--- src/rtl/wb_stage.sv ---
// Writeback stage: result-source select, load extract/extend, wait-for-memory FSM, registered RF write port.
// Optional macro WB_FWD_EN adds a combinational forwarding port taken from the registered write.
module wb_stage #(
  parameter int XLEN = 32,
  parameter int RAW  = 5
) (
  input  logic            clk,
  input  logic            rst,
  input  logic            in_valid,
  output logic            in_ready,
  input  logic [XLEN-1:0] pc_4,
  input  logic [XLEN-1:0] alu,
  input  logic [XLEN-1:0] imm,
  input  logic [1:0]      wb_sel,
  input  logic [2:0]      ld_funct3,
  input  logic [1:0]      ld_off,
  input  logic [RAW-1:0]  rd_addr,
  input  logic            rd_we,
  input  logic [XLEN-1:0] mem_rdata,
  input  logic            mem_rvalid,
  input  logic            flush,
  output logic            rf_we,
  output logic [RAW-1:0]  rf_waddr,
  output logic [XLEN-1:0] rf_wdata,
  output logic            ld_err
`ifdef WB_FWD_EN
  ,
  output logic            fwd_valid,
  output logic [RAW-1:0]  fwd_rd,
  output logic [XLEN-1:0] fwd_data
`endif
);

  localparam bit IS64 = (XLEN == 64);

  typedef enum logic {S_IDLE, S_WAIT} state_t;

  state_t            state_reg, state_next;
  logic [RAW-1:0]    hold_rd_reg, hold_rd_next;
  logic              hold_we_reg, hold_we_next;
  logic [2:0]        hold_f3_reg, hold_f3_next;
  logic [1:0]        hold_off_reg, hold_off_next;
  logic              rf_we_reg, rf_we_next;
  logic [RAW-1:0]    rf_waddr_reg, rf_waddr_next;
  logic [XLEN-1:0]   rf_wdata_reg, rf_wdata_next;
  logic              ld_err_reg, ld_err_next;

  logic              accept;
  logic              is_load;
  logic [2:0]        sel_f3;
  logic [1:0]        sel_off;
  logic [RAW-1:0]    op_rd;
  logic              op_we;
  logic [XLEN-1:0]   src_data;
  logic [XLEN-1:0]   shifted;
  logic [XLEN-1:0]   ld_data;
  logic              ld_illegal;
  logic [XLEN-1:0]   shift_cand [4];

  assign in_ready = (state_reg == S_IDLE);
  assign accept   = in_valid && in_ready && !flush;
  assign is_load  = (wb_sel == 2'b10);

  // In WAIT the load is described by the captured fields, not by the live inputs.
  assign sel_f3  = (state_reg == S_WAIT) ? hold_f3_reg  : ld_funct3;
  assign sel_off = (state_reg == S_WAIT) ? hold_off_reg : ld_off;
  assign op_rd   = (state_reg == S_WAIT) ? hold_rd_reg  : rd_addr;
  assign op_we   = (state_reg == S_WAIT) ? hold_we_reg  : rd_we;

  genvar gi;
  generate
    for (gi = 0; gi < 4; gi++) begin : g_shift
      assign shift_cand[gi] = mem_rdata >> (8 * gi);
    end
  endgenerate

  assign shifted = shift_cand[sel_off];

  always_comb begin
    src_data = alu;
    case (wb_sel)
      2'b00:   src_data = pc_4;
      2'b01:   src_data = alu;
      2'b11:   src_data = imm;
      default: src_data = alu;
    endcase
  end

  always_comb begin
    ld_data    = '0;
    ld_illegal = 1'b0;
    case (sel_f3)
      3'b000: ld_data = XLEN'($signed(shifted[7:0]));
      3'b001: ld_data = XLEN'($signed(shifted[15:0]));
      3'b010: ld_data = XLEN'($signed(shifted[31:0]));
      3'b100: ld_data = XLEN'(shifted[7:0]);
      3'b101: ld_data = XLEN'(shifted[15:0]);
      3'b011: begin
        if (IS64) ld_data = shifted;
        else      ld_illegal = 1'b1;
      end
      3'b110: begin
        if (IS64) ld_data = XLEN'(shifted[31:0]);
        else      ld_illegal = 1'b1;
      end
      default: ld_illegal = 1'b1;
    endcase
  end

  always_comb begin
    state_next    = state_reg;
    hold_rd_next  = hold_rd_reg;
    hold_we_next  = hold_we_reg;
    hold_f3_next  = hold_f3_reg;
    hold_off_next = hold_off_reg;
    rf_we_next    = 1'b0;
    ld_err_next   = 1'b0;
    rf_waddr_next = rf_waddr_reg;
    rf_wdata_next = rf_wdata_reg;

    case (state_reg)
      S_IDLE: begin
        if (accept) begin
          if (!is_load) begin
            if (rd_we && (rd_addr != '0)) begin
              rf_we_next    = 1'b1;
              rf_waddr_next = rd_addr;
              rf_wdata_next = src_data;
            end
          end else if (mem_rvalid) begin
            if (ld_illegal) begin
              ld_err_next = 1'b1;
            end else if (op_we && (op_rd != '0)) begin
              rf_we_next    = 1'b1;
              rf_waddr_next = op_rd;
              rf_wdata_next = ld_data;
            end
          end else begin
            state_next    = S_WAIT;
            hold_rd_next  = rd_addr;
            hold_we_next  = rd_we;
            hold_f3_next  = ld_funct3;
            hold_off_next = ld_off;
          end
        end
      end
      S_WAIT: begin
        // flush wins over a same-cycle mem_rvalid
        if (flush) begin
          state_next = S_IDLE;
        end else if (mem_rvalid) begin
          state_next = S_IDLE;
          if (ld_illegal) begin
            ld_err_next = 1'b1;
          end else if (op_we && (op_rd != '0)) begin
            rf_we_next    = 1'b1;
            rf_waddr_next = op_rd;
            rf_wdata_next = ld_data;
          end
        end
      end
      default: state_next = S_IDLE;
    endcase
  end

  always_ff @(posedge clk or negedge rst) begin
    if (!rst) begin
      state_reg    <= S_IDLE;
      hold_rd_reg  <= '0;
      hold_we_reg  <= 1'b0;
      hold_f3_reg  <= '0;
      hold_off_reg <= '0;
      rf_we_reg    <= 1'b0;
      rf_waddr_reg <= '0;
      rf_wdata_reg <= '0;
      ld_err_reg   <= 1'b0;
    end else begin
      state_reg    <= state_next;
      hold_rd_reg  <= hold_rd_next;
      hold_we_reg  <= hold_we_next;
      hold_f3_reg  <= hold_f3_next;
      hold_off_reg <= hold_off_next;
      rf_we_reg    <= rf_we_next;
      rf_waddr_reg <= rf_waddr_next;
      rf_wdata_reg <= rf_wdata_next;
      ld_err_reg   <= ld_err_next;
    end
  end

  assign rf_we    = rf_we_reg;
  assign rf_waddr = rf_waddr_reg;
  assign rf_wdata = rf_wdata_reg;
  assign ld_err   = ld_err_reg;

`ifdef WB_FWD_EN
  assign fwd_valid = rf_we_reg && (rf_waddr_reg != '0);
  assign fwd_rd    = rf_waddr_reg;
  assign fwd_data  = rf_wdata_reg;
`endif

endmodule
--- config.mk ---
export PLATFORM = sky130hd
export DESIGN_NAME = wb_stage
export DESIGN_NICKNAME = d
export VERILOG_FILES = /design/src/rtl/wb_stage.sv
export SDC_FILE = /design/constraint.sdc
export NUM_CORES = 1
export LEC_CHECK = 0
export CORE_MARGIN = 2
export CORE_UTILIZATION = 55
export CTS_CLUSTER_SIZE = 25
export DETAILED_ROUTE_END_ITERATION = 12
export DONT_BUFFER_PORTS = 1
export PLACE_DENSITY = 0.7
export REMOVE_ABC_BUFFERS = 1
export SETUP_SLACK_MARGIN = 0.1
export SYNTH_ARGS = -nofsm -noshare
export SYNTH_HDL_FRONTEND = slang
export SYNTH_SLANG_ARGS = --single-unit
export TNS_END_PERCENT = 1
--- constraint.sdc ---
create_clock -name clk -period 2.8 [get_ports clk]
set_input_delay 0.28 -clock clk [delete_from_list [all_inputs] [get_ports clk]]
set_output_delay 0.28 -clock clk [all_outputs]
set_load 0.05 [all_outputs]
==> results of run 1 <==
path summary, 6_finish.rpt:
kind,endpoint,slack [ps],cells after the start
worst max register to register,rf_wdata[29],380,7
worst max-delay path,rf_wdata[29],380,7
max in group asynchronous,hold_off_reg[0],2050,2
worst min register to register,hold_we_reg,540,1
worst min-delay path,state_reg,40,1
min in group asynchronous,rf_wdata[1],520,2
final cells by class:
cell class	count	area share (%)
timing repair buffer	19	3.76
clock buffer	8	2.28
multi-input combinational	378	60.0
antenna	1	0.0570
inverter	23	1.97
sequential	51	29.1
tap	99	2.82
metal layers:
layer | track usage [%] | up-vias | wire length, µm
li1 | - | 1860 | -
met1 | 39.6 | 1870 | 5210
met2 | 52.5 | 206 | 6290
met3 | 7.80 | 19 | 1080
met4 | 7.83 | 0 | 248
met5 | 0 | - | 0
metrics by stage:
step	power (mW)	utilization, %	cell area, µm²	setup slack [ps]	setup TNS (ps)
2_1_floorplan	2.01	-	3980	-255	-5860
3_3_place_gp	2.15	58.2	4240	355	0
3_5_place_dp	2.18	58.2	4240	289	0
4_1_cts	2.67	60.1	4380	259	0
5_1_grt	2.81	60.2	4390	187	0
6_report	2.66	60.2	4390	382	0
report_power, final:
group	leakage [nW]	switching (mW)	total, mW	internal (mW)
registers	0.593	0.679	1.58	0.903
clock network	0.0515	0.249	0.475	0.226
logic	0.974	0.320	0.603	0.283
total	1.62	1.25	2.66	1.41
worst register-to-register path: cells and delay by family, from the launching register on:
| kind | cells | cell delay (ps) |
|---|---|---|
| and+or+nand+nor | 1 | 140 |
| AOI/OAI and AO/OA | 3 | 710 |
| muxes | 1 | 620 |
| DFF | 1 | 370 |
| buffers and inverters | 2 | 490 |
logic make-up (layout without fill, tap and decap cells):
family | after synthesis | in the layout | share of synthesized area (%)
and+or+nand+nor | 141 | 141 | 16.4
AOI/OAI and AO/OA | 205 | 205 | 36.3
buffers and inverters | 60 | 50 | 6.74
muxes | 29 | 29 | 9.02
adders and majority gates | 3 | 3 | 0.899
other | 0 | 1 | 0
DFF | 51 | 51 | 30.6
synth_stat cells, types with 3 or more instances:
library cell	number
a221oi_1	8
nand3_1	4
a211oi_2	4
ha_1	3
nor3_1	16
o22a_1	4
nand2b_1	4
clkbuf_1	17
inv_1	21
nor2_1	46
a2bb2oi_1	4
mux2_2	13
o21ai_0	15
buf_1	4
a22oi_1	31
or2_2	5
o221a_1	4
nor2b_1	7
o2111ai_1	7
mux2i_1	11
a211oi_1	31
buf_6	3
buf_2	9
nor4_1	3
o211ai_1	24
a21oi_1	44
o21a_1	4
nand2_1	44
buf_4	3
dfrtp_1	51
what timing repair did:
item	CTS	global route
setup endpoints to repair	0	11
resized for setup	0	1
hold buffers	2	0
hold endpoints to repair	51	0
==> impl_metrics.csv, run 1 <==
group,metric,value,unit
global_route,grt_pass1_wl,20500,µm
setup_path,path_buf_inv,2,
timing,period_share,86.3,%
cells_and_area,areaGrowthSynthToFinish,5.15,%
floorplanning,die-height,91.1,µm
cells_and_area,layout_commonest_cell,"dfrtp_1",
cells_and_area,finalNonFillerCells,579,
clocking,cts_buffers,5,
detailed_routing,wl_per_cell,22.1,µm
timing,hold_viol,0,
yosys,synth_ff_type,"dfrtp_1",
detailed_routing,drt_iter0_drc,282,
cells_and_area,register_area,1280,µm²
setup_path,path_delay_family,"compound AO/OA/AOI/OAI gates",
yosys,ys_warn_count,0,
placed_design,dpl.hpwl,9940,µm
floorplanning,ios,186,
floorplanning,die_area,8300,µm²
cells_and_area,drive_above_1_share,14.6,%
timing,rsz0062_at_grt,"no",
detailed_routing,first_pass_iters,5,
setup_path,required,3010,ps
detailed_routing,routed_wirelength,12800,µm
clocking,cts_tree,"yes",
global_route,grt_pass1_vias,3805,
clocking,cts.path.max_buffers,2,
power_and_ir_drop,ir_worst_vdd,305,µV
yosys,async_reset_ff_share,100,%
yosys,synth_edf_count,0,
global_route,grt_remaining_overflow,0,
cells_and_area,largest_register_ffs,32,
cells_and_area,layout_common_cells,"51 x dfrtp_1, 46 x nor2_1, 44 x a21oi_1, 44 x nand2_1",
hold_path,holdCritPathClass,"in2reg",
yosys,yosysUniqueCellTypes,65,
clocking,htreeDepth,2,
timing,max_freq,414,MHz
setup_path,cp_max_fo,22,
timing,final.setup_skew,9.51,ps
flow_run,maxCapViolations,0,
placed_design,gp_congestion,0.893,
clocking,cts-root-buf,"clkbuf_8",
floorplanning,coreArea,7290,µm²
power_and_ir_drop,p_leak,1.62,nW
timing,period_needed,2420,ps
setup_path,cp-start-kind,"flop",
detailed_routing,dr_total_vias,3955,
power_and_ir_drop,p_per_area,606,nW/µm²
yosys,synthTopCellsByArea,"dfrtp_1 31%, a211oi_1 5.6%, a22oi_1 5.6%, a21oi_1 5.3%, o211ai_1 4.3%",
global_route,grt_start_max_net_pins,52,
yosys,synth_top_cell_by_area,"dfrtp_1",
detailed_routing,drcViolationCount,0,
setup_path,cp-end-kind,"flop",
floorplanning,die_w,91.1,µm
yosys,syn-cell-area,4180,µm²
setup_path,path_cells,"buf_4 > mux2i_4 > nand2_2 > a211oi_2 > buf_4 > a21oi_1 > a221oi_1",
timing,holdWs,44.3,ps
global_route,grt_usage,31.0,%
timing,max_slew.worst_pin.slew,815,ps
clocking,cts_setup_buffers,0,
clocking,clk_latency,310,ps
global_route,antenna_found_initial,0,
timing,drv_slew,0,
status,status,"finished, final reports clean",
floorplanning,placementRows,31,
placed_design,port_buffers,0,
yosys,ys_ff_latch,51,
yosys,syn_avg_cell_area,8.54,µm²
placed_design,place_inst,568,
hold_path,min_from,"flush",
setup_path,slowest_stage,"mux2i_4",
timing,slew_headroom,45.4,%
floorplanning,initial_core_util,57.3,%
setup_path,r2r_start,"state_reg",
clocking,numClockSinks,51,
cells_and_area,multiInputGateArea,2640,µm²
setup_path,path_class,"reg2reg",
cells_and_area,fill_cells,646,
clocking,clkTransAtPathRegs,90,ps
setup_path,cp_common_cell,"buf_4",
detailed_routing,viasPerCell,6.83,
setup_path,critPathArrivalTime,2630,ps
setup_path,critical-path-max-stage-delay,610,ps
setup_path,startpoint,"state_reg",
yosys,synth_top_cell_area_share,30.6,%
timing,setup-violations-final,0,
detailed_routing,ant_nets,0,
yosys,netlist_instances,489,
cells_and_area,nets,627,
yosys,yosysSeqAreaShare,30.6,%
No activity file was read; power rests on OpenSTA's default activity.
==> run 2, diff against run 1 <==
Settings changed: CORE_MARGIN 2 to unset, REMOVE_ABC_BUFFERS 1 to unset, SKIP_LAST_GASP set to 1.
==> run 2 against run 1 <==
  * Final cell count increased by 0.35%
  * Final area is 0.26% lower
  * Combinational power hardly changed
  * Clock skew down 1.6 ps
  * Clock power is 10% lower
  * Total power shrank 1.6%
  * Critical path depth decreased by 1
  * Wire length up 2.1%
  * Sequential power about the same
  * Critical endpoint is now rf_wdata[7]
  * Largest cell class unchanged
==> impl_metrics.csv, run 2 (synthesized netlist as in run 1, its figures left out) <==
group,metric,value,unit
cells_and_area,finalNonFillerCells,581,
status,status,"finished, final reports clean",
global_route,grt_usage,32.0,%
global_route,grt_pass1_vias,3644,
power_and_ir_drop,power.total,2.62,mW
placed_design,port_buffers,0,
timing,hold_viol,0,
setup_path,critPathArrivalTime,2770,ps
floorplanning,ios,186,
timing,period_needed,2520,ps
timing,finalSetupTns,0,ps
power_and_ir_drop,p_leak,1.61,nW
timing,rsz0062_at_grt,"yes",
setup_path,cp-start-kind,"flop",
placed_design,place_inst,569,
clocking,htreeDepth,2,
clocking,clk_latency,310,ps
flow_run,maxCapViolations,0,
setup_path,path_buf_inv,1,
power_and_ir_drop,p_per_area,598,nW/µm²
timing,worst_slack,278,ps
detailed_routing,routed_wirelength,13100,µm
floorplanning,die_area,7940,µm²
clocking,cts-root-buf,"clkbuf_8",
detailed_routing,ant_nets,0,
placed_design,dpl.hpwl,10100,µm
global_route,antenna_found_initial,0,
timing,slew_headroom,34.5,%
yosys,synthesis.nets,638,
timing,holdWs,37.0,ps
floorplanning,placementRows,31,
timing,setup-violations-final,0,
setup_path,cp-end-kind,"flop",
detailed_routing,wl_per_cell,22.5,µm
timing,max_freq,397,MHz
floorplanning,die_w,89.1,µm
floorplanning,initial_core_util,57.3,%
clocking,cts.path.max_buffers,2,
timing,drv_slew,0,
detailed_routing,first_pass_iters,5,
cells_and_area,largest_register_ffs,32,
timing,final.setup_skew,7.95,ps
cells_and_area,layout_common_cells,"51 x dfrtp_1, 46 x nor2_1, 44 x a21oi_1, 44 x nand2_1",
setup_path,critical-path-max-stage-delay,810,ps
setup_path,path_delay_family,"simple AND/OR/NAND/NOR gates",
power_and_ir_drop,ir_worst_vdd,311,µV
timing,period_share,90.1,%
setup_path,path_cells,"or2_2 > o221ai_4 > nor3_2 > nor2_8 > inv_2 > o221a_1",
detailed_routing,drt_iter0_drc,211,
global_route,grt_remaining_overflow,0,
timing,max_slew.worst_pin.slew,977,ps
placed_design,preCtsSetupSlack,283,ps
floorplanning,die-height,89.1,µm
placed_design,gp_congestion,0.961,
detailed_routing,drcViolationCount,0,
cells_and_area,layout_commonest_cell,"dfrtp_1",
cells_and_area,drive_above_1_share,14.8,%
global_route,grt_pass1_wl,19000,µm
cells_and_area,fill_cells,683,
clocking,numClockSinks,51,
cells_and_area,areaGrowthSynthToFinish,4.88,%
global_route,grt_start_max_net_pins,52,
clocking,clkTransAtPathRegs,100,ps
detailed_routing,viasPerCell,6.77,
clocking,cts_buffers,5,
setup_path,cp_max_fo,12,
clocking,cts_tree,"yes",
cells_and_area,nets,628,
hold_path,holdCritPathClass,"in2reg",
detailed_routing,dr_total_vias,3935,
setup_path,required,3050,ps
floorplanning,coreArea,7290,µm²
setup_path,path_class,"reg2reg",
setup_path,slowest_stage,"nor3_2",
run 2: changes by cell type in the layout (fill, tap and decap cells not counted), sizes merged:
cell,previous run,this run
buf,18,19
diode,1,2
clkbuf,8,6
clkinv,0,1
clkinvlp,0,1
run 2: final timing paths:
| kind | startpoint | end | slack (ps) | cells past startpoint |
|---|---|---|---|---|
| worst max-delay path | state_reg | rf_wdata[7] | 280 | 6 |
| worst min-delay path | flush | state_reg | 40 | 1 |
| worst max register to register | state_reg | rf_wdata[7] | 280 | 6 |
| worst min register to register | hold_we_reg | hold_we_reg | 530 | 1 |
| max in group asynchronous | rst | rf_wdata[4] | 2090 | 2 |
| min in group asynchronous | rst | hold_rd_reg[2] | 480 | 2 |
run 2: area by class of cell:
cell class	instances	area, µm²	area share [%]
Multi-Input combinational cell	378	2630	60.1
Sequential cell	51	1280	29.1
Timing Repair Buffer	20	173	3.94
Tap cell	99	124	2.83
Inverter	23	86.3	1.97
Clock buffer	6	72.6	1.66
Clock inverter	2	12.5	0.286
Antenna cell	2	5.00	0.114
run 2: metal layers:
metal | global-route usage, % | wire [µm] | share of wire (%)
met1 | 38.8 | 5100 | 39
met2 | 54.4 | 6450 | 49
met3 | 8.03 | 1220 | 9.3
met4 | 13.0 | 317 | 2.4
met5 | 0 | 0 | 0
run 2: what timing repair did:
action                                  CTS  global route
hold endpoints to repair                 51             0
endpoints found under the setup margin    0             3
resized for setup                         0             0
buffers inserted                          0             0
hold buffers                              2             0
run 2: through the flow:
step | cell area (µm²) | util, %
5_1_grt | 4370 | 60.0
3_5_place_dp | 4250 | 58.3
3_3_place_gp | 4250 | 58.3
6_report | 4380 | 60.1
4_1_cts | 4370 | 60.0
2_1_floorplan | 4180 | -
run 2: report_power, final:
| group | internal [mW] | total (mW) | switching [mW] |
|---|---|---|---|
| Clock | 0.175 | 0.427 | 0.252 |
| Combinational | 0.285 | 0.600 | 0.316 |
| Sequential | 0.903 | 1.59 | 0.688 |
| Total | 1.36 | 2.62 | 1.26 |
==> run 3, diff against run 2 <==
Settings changed: CELL_PAD_IN_SITES_DETAIL_PLACEMENT set to 0, CELL_PAD_IN_SITES_GLOBAL_PLACEMENT set to 2, CORE_UTILIZATION 55 to 36, PLACE_DENSITY 0.7 to unset, PLACE_DENSITY_LB_ADDON set to 0.1.
==> run 3 against run 2 <==
  * Register-to-register slack improved by 290 ps
  * Final cell count increased by 7.4%
  * Utilization decreased by 19 points
  * Worst setup slack improved by 290 ps
  * Combinational power increased by 3%
  * Global-route usage decreased by 8.1 points
  * Die area increased by 51%
==> impl_metrics.csv, run 3 (synthesized netlist as in run 1, its figures left out) <==
group,metric,value,unit
status,status,"finished, final reports clean",
clocking,hold_buffers,2,
timing,rsz0062_at_grt,"no",
power_and_ir_drop,p_per_area,632,nW/µm²
global_route,grt_pass1_vias,3673,
timing,holdWs,42.8,ps
setup_path,critical-path-max-stage-delay,670,ps
detailed_routing,routed_wirelength,14400,µm
detailed_routing,drt-met1-wl,6250,µm
setup_path,path_delay_family,"simple AND/OR/NAND/NOR gates",
global_route,grt_pass1_wl,21100,µm
clocking,cts_setup_buffers,0,
detailed_routing,route.met2.wl,6750,µm
hold_path,min_from,"flush",
setup_path,required,3010,ps
floorplanning,initial_core_util,37.7,%
hold_path,hold_path_depth,1,
timing,hold_viol,0,
detailed_routing,wl_per_cell,23.1,µm
detailed_routing,drcViolationCount,0,
timing,max_slew.worst_pin.slew,809,ps
global_route,antenna_found_initial,0,
placed_design,dpl.hpwl,11200,µm
clocking,cts_tree,"yes",
detailed_routing,viasPerCell,6.22,
yosys,synthesis.nets,638,
setup_path,path_class,"reg2reg",
placed_design,preCtsSetupSlack,592,ps
floorplanning,die_w,110,µm
detailed_routing,highest_layer,"met4",
clocking,clk_latency,300,ps
cells_and_area,layout_commonest_cell,"dfrtp_1",
setup_path,r2r_setup_slack,570,ps
timing,setup-violations-final,0,
cells_and_area,areaGrowthSynthToFinish,8.78,%
power_and_ir_drop,p_leak,1.67,nW
floorplanning,die-height,110,µm
floorplanning,placementRows,38,
cells_and_area,layout_common_cells,"51 x dfrtp_1, 46 x nor2_1, 44 x a21oi_1, 44 x nand2_1",
detailed_routing,drt_iter0_drc,173,
timing,final.setup_skew,5.63,ps
global_route,grt_usage,23.9,%
floorplanning,ios,186,
detailed_routing,met3_length,1240,µm
setup_path,path_cells,"buf_4 > nor2b_1 > a22o_1 > nor2_1 > o211ai_1 > o211ai_1",
clocking,cts-root-buf,"clkbuf_16",
hold_path,whs_endpoint,"state_reg",
clocking,cts_resized,0,
setup_path,cp-start-kind,"flop",
setup_path,cp_max_fo,12,
power_and_ir_drop,ir_worst_vdd,346,µV
placed_design,gp_congestion,0.843,
cells_and_area,largest_register_ffs,32,
setup_path,r2r_start,"state_reg",
timing,max_freq,449,MHz
detailed_routing,ant_nets,0,
detailed_routing,first_pass_iters,5,
setup_path,cp-end-kind,"flop",
placed_design,port_buffers,0,
detailed_routing,dr_total_vias,3884,
setup_path,path_buf_inv,1,
floorplanning,coreArea,11100,µm²
timing,worst_slack,573,ps
flow_run,maxCapViolations,0,
clocking,numClockSinks,51,
timing,period_needed,2230,ps
timing,period_share,79.5,%
setup_path,critPathArrivalTime,2440,ps
cells_and_area,drive_above_1_share,15.3,%
timing,drv_slew,0,
timing,slew_headroom,45.8,%
hold_path,holdCritPathClass,"in2reg",
global_route,grt_start_max_net_pins,62,
setup_path,r2r-end,"rf_wdata[20]",
setup_path,startpoint,"state_reg",
clocking,htreeDepth,2,
global_route,grt_remaining_overflow,0,
setup_path,slowest_stage,"nor2_1",
clocking,cts.path.max_buffers,2,
floorplanning,die_area,12000,µm²
timing,finalSetupTns,0,ps
clocking,clkTransAtPathRegs,70,ps
clocking,cts_buffers,5,
cells_and_area,nets,631,
setup_path,cp_common_cell,"o211ai_1",
setup_path,reg2reg_depth,6,
==> run 3: where the power goes <==
| part | total (mW) | leakage (nW) | internal [mW] | switching (mW) |
|---|---|---|---|---|
| registers | 1.59 | 0.593 | 0.903 | 0.687 |
| logic | 0.619 | 1.00 | 0.292 | 0.327 |
| clock network | 0.660 | 0.0741 | 0.359 | 0.300 |
| total | 2.87 | 1.67 | 1.55 | 1.31 |
==> run 3: per-layer routing <==
| layer | global-route usage [%] | vias to the layer above |
|---|---|---|
| li1 | - | 1860 |
| met1 | 30.5 | 1874 |
| met2 | 39.7 | 141 |
| met3 | 6.76 | 9 |
| met4 | 5.90 | 0 |
| met5 | 0 | - |
==> run 3: cell type report <==
| type | instances | area [µm²] |
|---|---|---|
| tap | 140 | 175 |
| multi-input combinational | 378 | 2630 |
| antenna | 1 | 2.50 |
| fill | 1116 | 6540 |
| clock inverter | 1 | 8.76 |
| sequential | 51 | 1280 |
| inverter | 23 | 86.3 |
| timing repair buffer | 23 | 220 |
| clock buffer | 7 | 143 |
==> run 3: how the worst max path moves through the flow <==
stage	endpoint	slack (ps)	cells past startpoint
5_1_grt	rf_wdata[20]	380	6
3_3_place_gp	rf_wdata[1]	620	6
3_5_place_dp	rf_wdata[20]	590	6
6_report	rf_wdata[20]	570	6
2_1_floorplan	rf_wdata[28]	700	8
4_1_cts	rf_wdata[20]	560	6
==> run 3: per-stage QoR <==
| stage | power (mW) | util (%) | instances | instance area, µm² |
|---|---|---|---|---|
| finish | 2.87 | 41.0 | 624 | 4540 |
| global route | 3.00 | 41.0 | 623 | 4540 |
| CTS | 2.88 | 41.0 | 623 | 4540 |
| detailed placement | 2.21 | 39.3 | 613 | 4350 |
| global placement | 2.19 | 39.3 | 613 | 4350 |
| floorplan | 2.03 | - | 489 | 4180 |
==> run 3: worst register-to-register path: cells and delay by family (launching register included) <==
| family | cells | cell delay, ps |
|---|---|---|
| buffers and inverters | 1 | 190 |
| flip-flops | 1 | 410 |
| AND/OR/NAND/NOR | 2 | 820 |
| AO/OA/AOI/OAI | 3 | 710 |
